<file path="config.mk">
export PLATFORM = sky130hd
export DESIGN_NAME = seq_restoring_divider
export DESIGN_NICKNAME = d
export VERILOG_FILES = /design/src/rtl/seq_restoring_divider_pkg.sv /design/src/rtl/seq_restoring_divider_trial_sub.sv /design/src/rtl/seq_restoring_divider.sv
export SDC_FILE = /design/constraint.sdc
export NUM_CORES = 1
export LEC_CHECK = 0
export CAP_MARGIN = 5
export CORE_MARGIN = 2
export CORE_UTILIZATION = 50
export CTS_CLUSTER_DIAMETER = 200
export DETAILED_ROUTE_END_ITERATION = 8
export GPL_TIMING_DRIVEN = 0
export PLACE_DENSITY = 0.76
export SYNTH_ARGS = -nofsm -noshare
export SYNTH_HDL_FRONTEND = slang
export SYNTH_SLANG_ARGS = --single-unit
</file>
<file path="constraint.sdc">
create_clock -name clk -period 2.05 [get_ports clk]
set_input_delay 0.41 -clock clk [delete_from_list [all_inputs] [get_ports clk]]
set_output_delay 0.41 -clock clk [all_outputs]
set_load 0.01 [all_outputs]
</file>
<file path="src/rtl/seq_restoring_divider_pkg.sv">
// Shared definitions for the sequential restoring divider: FSM state encodings.
package seq_restoring_divider_pkg;

  typedef enum logic [1:0] {
    ST_IDLE = 2'd0,
    ST_RUN  = 2'd1,
    ST_DONE = 2'd2
  } state_t;

endpackage

</file>
<file path="src/rtl/seq_restoring_divider_trial_sub.sv">
// Trial subtractor for the restoring divider: diff = a + ~b + 1.
// c_out is the carry out of that sum, so c_out = 1 exactly when a >= b (unsigned).
// This is the only arithmetic element in the divider.
module div_trial_sub #(
  parameter int W = 5
) (
  input  logic [W-1:0] a,
  input  logic [W-1:0] b,
  output logic [W-1:0] diff,
  output logic         c_out
);

  logic [W:0] sum;

  assign sum          = {1'b0, a} + {1'b0, ~b} + {{W{1'b0}}, 1'b1};
  assign {c_out, diff} = sum;

endmodule

</file>
<file path="src/rtl/seq_restoring_divider.sv">
// Multi-cycle unsigned restoring divider.
// One trial subtraction per cycle in RUN; N steps produce quotient and remainder.
// A zero divisor skips RUN and reports all-ones quotient, remainder = dividend,
// with div_by_zero set. Results and the flag hold until the next result is produced.
module seq_restoring_divider
  import seq_restoring_divider_pkg::*;
#(
  parameter int N = 4
) (
  input  logic         clk,
  input  logic         rst,
  input  logic         start,
  input  logic [N-1:0] dividend,
  input  logic [N-1:0] divisor,
  output logic         busy,
  output logic         done,
  output logic [N-1:0] quotient,
  output logic [N-1:0] remainder,
  output logic         div_by_zero
);

  localparam int CW = $clog2(N + 1);

  state_t state;
  state_t state_next;

  logic [N:0]    r_reg;
  logic [N-1:0]  q_reg;
  logic [N-1:0]  d_reg;
  logic [CW-1:0] cnt;

  logic          accept;
  logic          zero_div;
  logic          last_step;
  logic [N:0]    r_shift;
  logic [N:0]    trial_diff;
  logic          trial_carry;
  logic [N:0]    r_step;
  logic [N-1:0]  q_step;

  // start is only honoured when no division is in flight
  assign accept    = start && ((state == ST_IDLE) || (state == ST_DONE));
  assign zero_div  = (divisor == '0);
  assign last_step = (cnt == CW'(1));

  // Shift the next dividend bit into the partial remainder, then try to subtract D
  assign r_shift = {r_reg[N-1:0], q_reg[N-1]};

  div_trial_sub #(
    .W(N + 1)
  ) u_trial (
    .a     (r_shift),
    .b     ({1'b0, d_reg}),
    .diff  (trial_diff),
    .c_out (trial_carry)
  );

  // Keep the difference when it did not borrow, otherwise restore the shifted value
  assign r_step = trial_carry ? trial_diff : r_shift;
  assign q_step = {q_reg[N-2:0], trial_carry};

  // State register
  always_ff @(posedge clk) begin
    if (rst) begin
      state <= ST_IDLE;
    end else begin
      state <= state_next;
    end
  end

  // Next-state logic: zero divisor jumps straight to DONE, RUN lasts N steps
  always_comb begin
    state_next = state;
    case (state)
      ST_IDLE: begin
        if (start) begin
          state_next = zero_div ? ST_DONE : ST_RUN;
        end
      end
      ST_RUN: begin
        if (last_step) begin
          state_next = ST_DONE;
        end
      end
      ST_DONE: begin
        if (start) begin
          state_next = zero_div ? ST_DONE : ST_RUN;
        end else begin
          state_next = ST_IDLE;
        end
      end
      default: state_next = ST_IDLE;
    endcase
  end

  // Status outputs decoded from the state register only
  always_comb begin
    busy = 1'b0;
    done = 1'b0;
    case (state)
      ST_RUN:  busy = 1'b1;
      ST_DONE: done = 1'b1;
      default: begin
        busy = 1'b0;
        done = 1'b0;
      end
    endcase
  end

  // Datapath: capture operands on accept, one restoring step per RUN cycle, latch results
  always_ff @(posedge clk) begin
    if (rst) begin
      r_reg       <= '0;
      q_reg       <= '0;
      d_reg       <= '0;
      cnt         <= '0;
      quotient    <= '0;
      remainder   <= '0;
      div_by_zero <= 1'b0;
    end else if (accept) begin
      r_reg <= '0;
      q_reg <= dividend;
      d_reg <= divisor;
      cnt   <= CW'(N);
      if (zero_div) begin
        quotient    <= '1;
        remainder   <= dividend;
        div_by_zero <= 1'b1;
      end
    end else if (state == ST_RUN) begin
      r_reg <= r_step;
      q_reg <= q_step;
      cnt   <= cnt - CW'(1);
      if (last_step) begin
        quotient    <= q_step;
        remainder   <= r_step[N-1:0];
        div_by_zero <= 1'b0;
      end
    end
  end

endmodule
</file>
==> summary.md <==
| Metric | Value |
|---|---|
| Outcome | `completed` |
| Sequential standard cell area | `523 sq um` |
| Gp weighted congestion | `0.807` |
| Violation count after the first detailed-routing iteration | `23` |
| Die Wd | `roughly 54 um` |
| I/O Pins | `22` |
| Slew at the pin with the worst max-slew slack | `between 0.4 and 0.5 ns` |
| #FFs+latches synth | `26` |
| Antenna diode count | `0` |
| Worst setup slack after placement | `-0.0990 ns` |
| Maximum number of pins on one net before global-route repair | `15` |
| Top cells by area, synth | `sky130_fd_sc_hd__dfxtp_1 (42%), sky130_fd_sc_hd__nand2_1 (6.6%), sky130_fd_sc_hd__ha_1 (6.0%)` |
| Clk sink count | `26` |
| Post-synthesis instance area | `about 1200 sq um` |
| Register-to-register path setup slack | `0.04 ns` |
| GR Util All Layers | `between 10% and 20%` |
| Crit share post-route | `a little over nine tenths` |
| Final setup violating endpoints | `0` |
| End of the critical path | `remainder[3]` |
| Core region area | `roughly 2400 sq um` |
| Clock Skew | `0.00560 ns` |
| Design area | `1560 sq um` |
| Total die area | `~2900 sq um` |
| Endpoint of the most critical register-to-register path | `remainder[3]` |
| Async SR Flop Fraction | `0%` |
| Reg clk slew, reported paths | `0.13 ns` |
| Worst-path cell chain | `inv_1, ha_1, nor2b_1, o31a_1, or4_4, a311oi_2` |
| Warnings from Yosys | `0` |
| Multi-input combinational cell area | `just under 700 sq um` |
| Minimum period implied by the final worst setup slack | `2.01 ns` |
| Kind of start point of the critical path | `flip-flop` |
| Leakage component of the power | `0.000567 uW` |
| Crit path depth | `6` |
| Layout overhead on the synthesized area | `25.2%` |
| Endpoint arrival time on the critical path | `between 2 and 2.5 ns` |
| Critical path buffer and inverter count | `1` |
| Data required, critical path | `2.29 ns` |
| Share of the synthesized area in the top cell type | `41.8%` |
| Relative slew slack | `68.6%` |
| Dominant register cell in the synthesized netlist | `sky130_fd_sc_hd__dfxtp_1` |
| First-pass GRT wire length | `between 4000 and 5000 um` |
| Most used standard cells in the synthesized netlist | `sky130_fd_sc_hd__dfxtp_1 (26), sky130_fd_sc_hd__nand2_1 (22), sky130_fd_sc_hd__nor2_1 (13)` |
| Number of vias per cell | `between 5 and 6` |
| FILL cells | `197` |
| Number of synthesized flops with an enable pin | `0` |
| Peak clock frequency supported by timing | `496 MHz` |
| Total count of hold-check failures in the final report | `0` |
| Grt total ovfl | `0` |
| Number of levels in the clock H-tree | `1` |
| Peak fanout along the critical path | `3` |
| Synthesized area divided by synthesized cell count | `~8.8 sq um` |
| Beginning of the critical path | `d_reg[1]` |
| CTS root buf | `sky130_fd_sc_hd__clkbuf_4` |
| Kind of critical path | `reg2reg` |
| Post-synth top area cell | `sky130_fd_sc_hd__dfxtp_1` |
| Cts bufs inserted | `3` |
| Final Max Slew Viols | `0` |
| Worst vdd rail ir drop | `between 0.3 and 0.4 mV` |
| Launch instance of the worst register-to-register path | `d_reg[1]` |
| Unrepaired setup endpoints after global routing | `true` |
| Syn Nets | `160` |
| CP peak stage delay | `between 0.5 and 0.6 ns` |
| Unique cell type count in the Yosys netlist | `38` |
| Antenna violations before repair | `0` |
| Routed length per instance | `13.2 um` |
| Kind of capture point of the worst setup path | `flip-flop` |
| Power density normalized to cell area | `slightly below 700 nW/um^2` |
| Post-layout worst setup margin | `about 0.035 ns` |
| Master of the slowest instance on the critical path | `sky130_fd_sc_hd__or4_4` |
| Worst-case clock buffer depth | `2` |
| Max-cap viol count | `0` |
| Drc violations | `0` |
| Total of buffers placed on input and output ports | `20` |
| Final Routed Wirelength | `2620 um` |
| CTS tree | `built` |
| Number of placement rows | `18` |
| First drt pass iteration count | `5` |
| Number of global-route vias before repair | `a little under 1000` |
| Sequential cell area fraction in the yosys report | `41.8%` |
| Worst hold-check slack | `0.467 ns` |
| Die Y | `53.9 um` |
| Final antenna-violating net count | `0` |
| Type of the most critical hold path | `reg2reg` |
| Share of final-layout standard cells stronger than drive strength 1 | `13.7%` |
| Total vias in the final route | `1070` |
| Count leader, synth | `sky130_fd_sc_hd__dfxtp_1` |
| Number of standard cells after synthesis | `142` |
| Initial cell density of the core | `51.7%` |
| Largest delay contributor family on the critical path | `simple AND/OR/NAND/NOR gates` |
| Half-perimeter wire length after detailed placement | `between 2000 and 2500 um` |
| Number of cells traversed by the worst register-to-register path | `6` |
| Final core utilization | `approximately two thirds` |
| Clk_lat worst skew | `about 0.32 ns` |
| Placement Cell Area | `1480 sq um` |
| Number of nets in the layout | `187` |
[worst min-delay path by stage]
| stage | start | to | cells after the start |
|---|---|---|---|
| 6_report | d_reg[3] | d_reg[3] | 2 |
| 5_1_grt | d_reg[0] | d_reg[0] | 2 |
| 4_1_cts | d_reg[3] | d_reg[3] | 2 |
| 3_5_place_dp | d_reg[3] | d_reg[3] | 2 |
| 3_3_place_gp | d_reg[3] | d_reg[3] | 2 |
| 2_1_floorplan | d_reg[1] | d_reg[1] | 2 |
[cells by family (layout without fill, tap and decap cells)]
logic type,count (synthesis),after routing,synth area share [%]
simple gates,56,56,22.4
compound gates,32,32,18.3
flops,26,26,41.8
buf+inv,15,41,5.32
fa+ha+maj,7,7,7.63
xor+xnor,3,3,2.11
mux,3,3,2.51
[power by group]
group / leakage, uW / internal (uW) / switching (uW)
logic: 0.000333 / 123 / 125
clock network: 0.0000210 / 109 / 149
registers: 0.000213 / 535 / 21.5
[cell type report]
cell class,instances,share of cell area (%)
flip-flops and latches,26,33.5
repair buffers,22,13.7
plain buffers,6,2.25
multi-input cells,101,43.6
inverters,9,2.17
clock buffers,4,2.33
well taps,30,2.41
[worst reg2reg max path: cells and delay by family (launching register included)]
kind | cells | cell delay (ns)
AO/OA/AOI/OAI | 2 | 0.56
adder cells (fa/ha/maj) | 1 | 0.26
buffers and inverters | 1 | 0.08
flip-flops | 1 | 0.37
AND/OR/NAND/NOR | 2 | 0.66
[metrics by stage]
stage	instances	setup TNS (ns)	total power, uW
2_1_floorplan	142	0	710
3_3_place_gp	192	-0.244	777
3_5_place_dp	192	-0.341	783
4_1_cts	196	0	1040
5_1_grt	198	-0.0317	1110
6_report	198	0	1060
[routing by layer]
| layer | share of wire (%) | GRT usage (%) | wire length [um] |
|---|---|---|---|
| met5 | 0 | 0 | 0 |
| met2 | 48 | 35.2 | 1260 |
| met1 | 47 | 24.5 | 1230 |
| met4 | 1.2 | 6.41 | 31 |
| met3 | 3.7 | 2.50 | 97 |
[cell usage in the layout, fill, tap and decap left out, types with 3 or more instances in the layout]
cell	synthesis	final
sky130_fd_sc_hd__nand2_1	22	22
sky130_fd_sc_hd__dfxtp_1	26	24
sky130_fd_sc_hd__inv_1	9	8
sky130_fd_sc_hd__nand2b_1	4	3
sky130_fd_sc_hd__a31oi_1	3	3
sky130_fd_sc_hd__buf_4	0	3
sky130_fd_sc_hd__clkdlybuf4s50_1	0	19
sky130_fd_sc_hd__o221a_2	3	3
sky130_fd_sc_hd__nor2b_1	3	3
sky130_fd_sc_hd__ha_1	6	6
sky130_fd_sc_hd__clkbuf_4	0	3
sky130_fd_sc_hd__o21ai_0	6	6
sky130_fd_sc_hd__nor2_1	13	13
sky130_fd_sc_hd__a21oi_1	10	10
[timing repair]
item	in CTS	in global routing
setup buffers	0	2
hold buffers	0	0
cloned	0	0
endpoints found under the hold margin	0	0
endpoints found under the setup margin	3	2
pin swaps	0	1
resized for setup	6	3
Power figures use the tool's default switching activity.
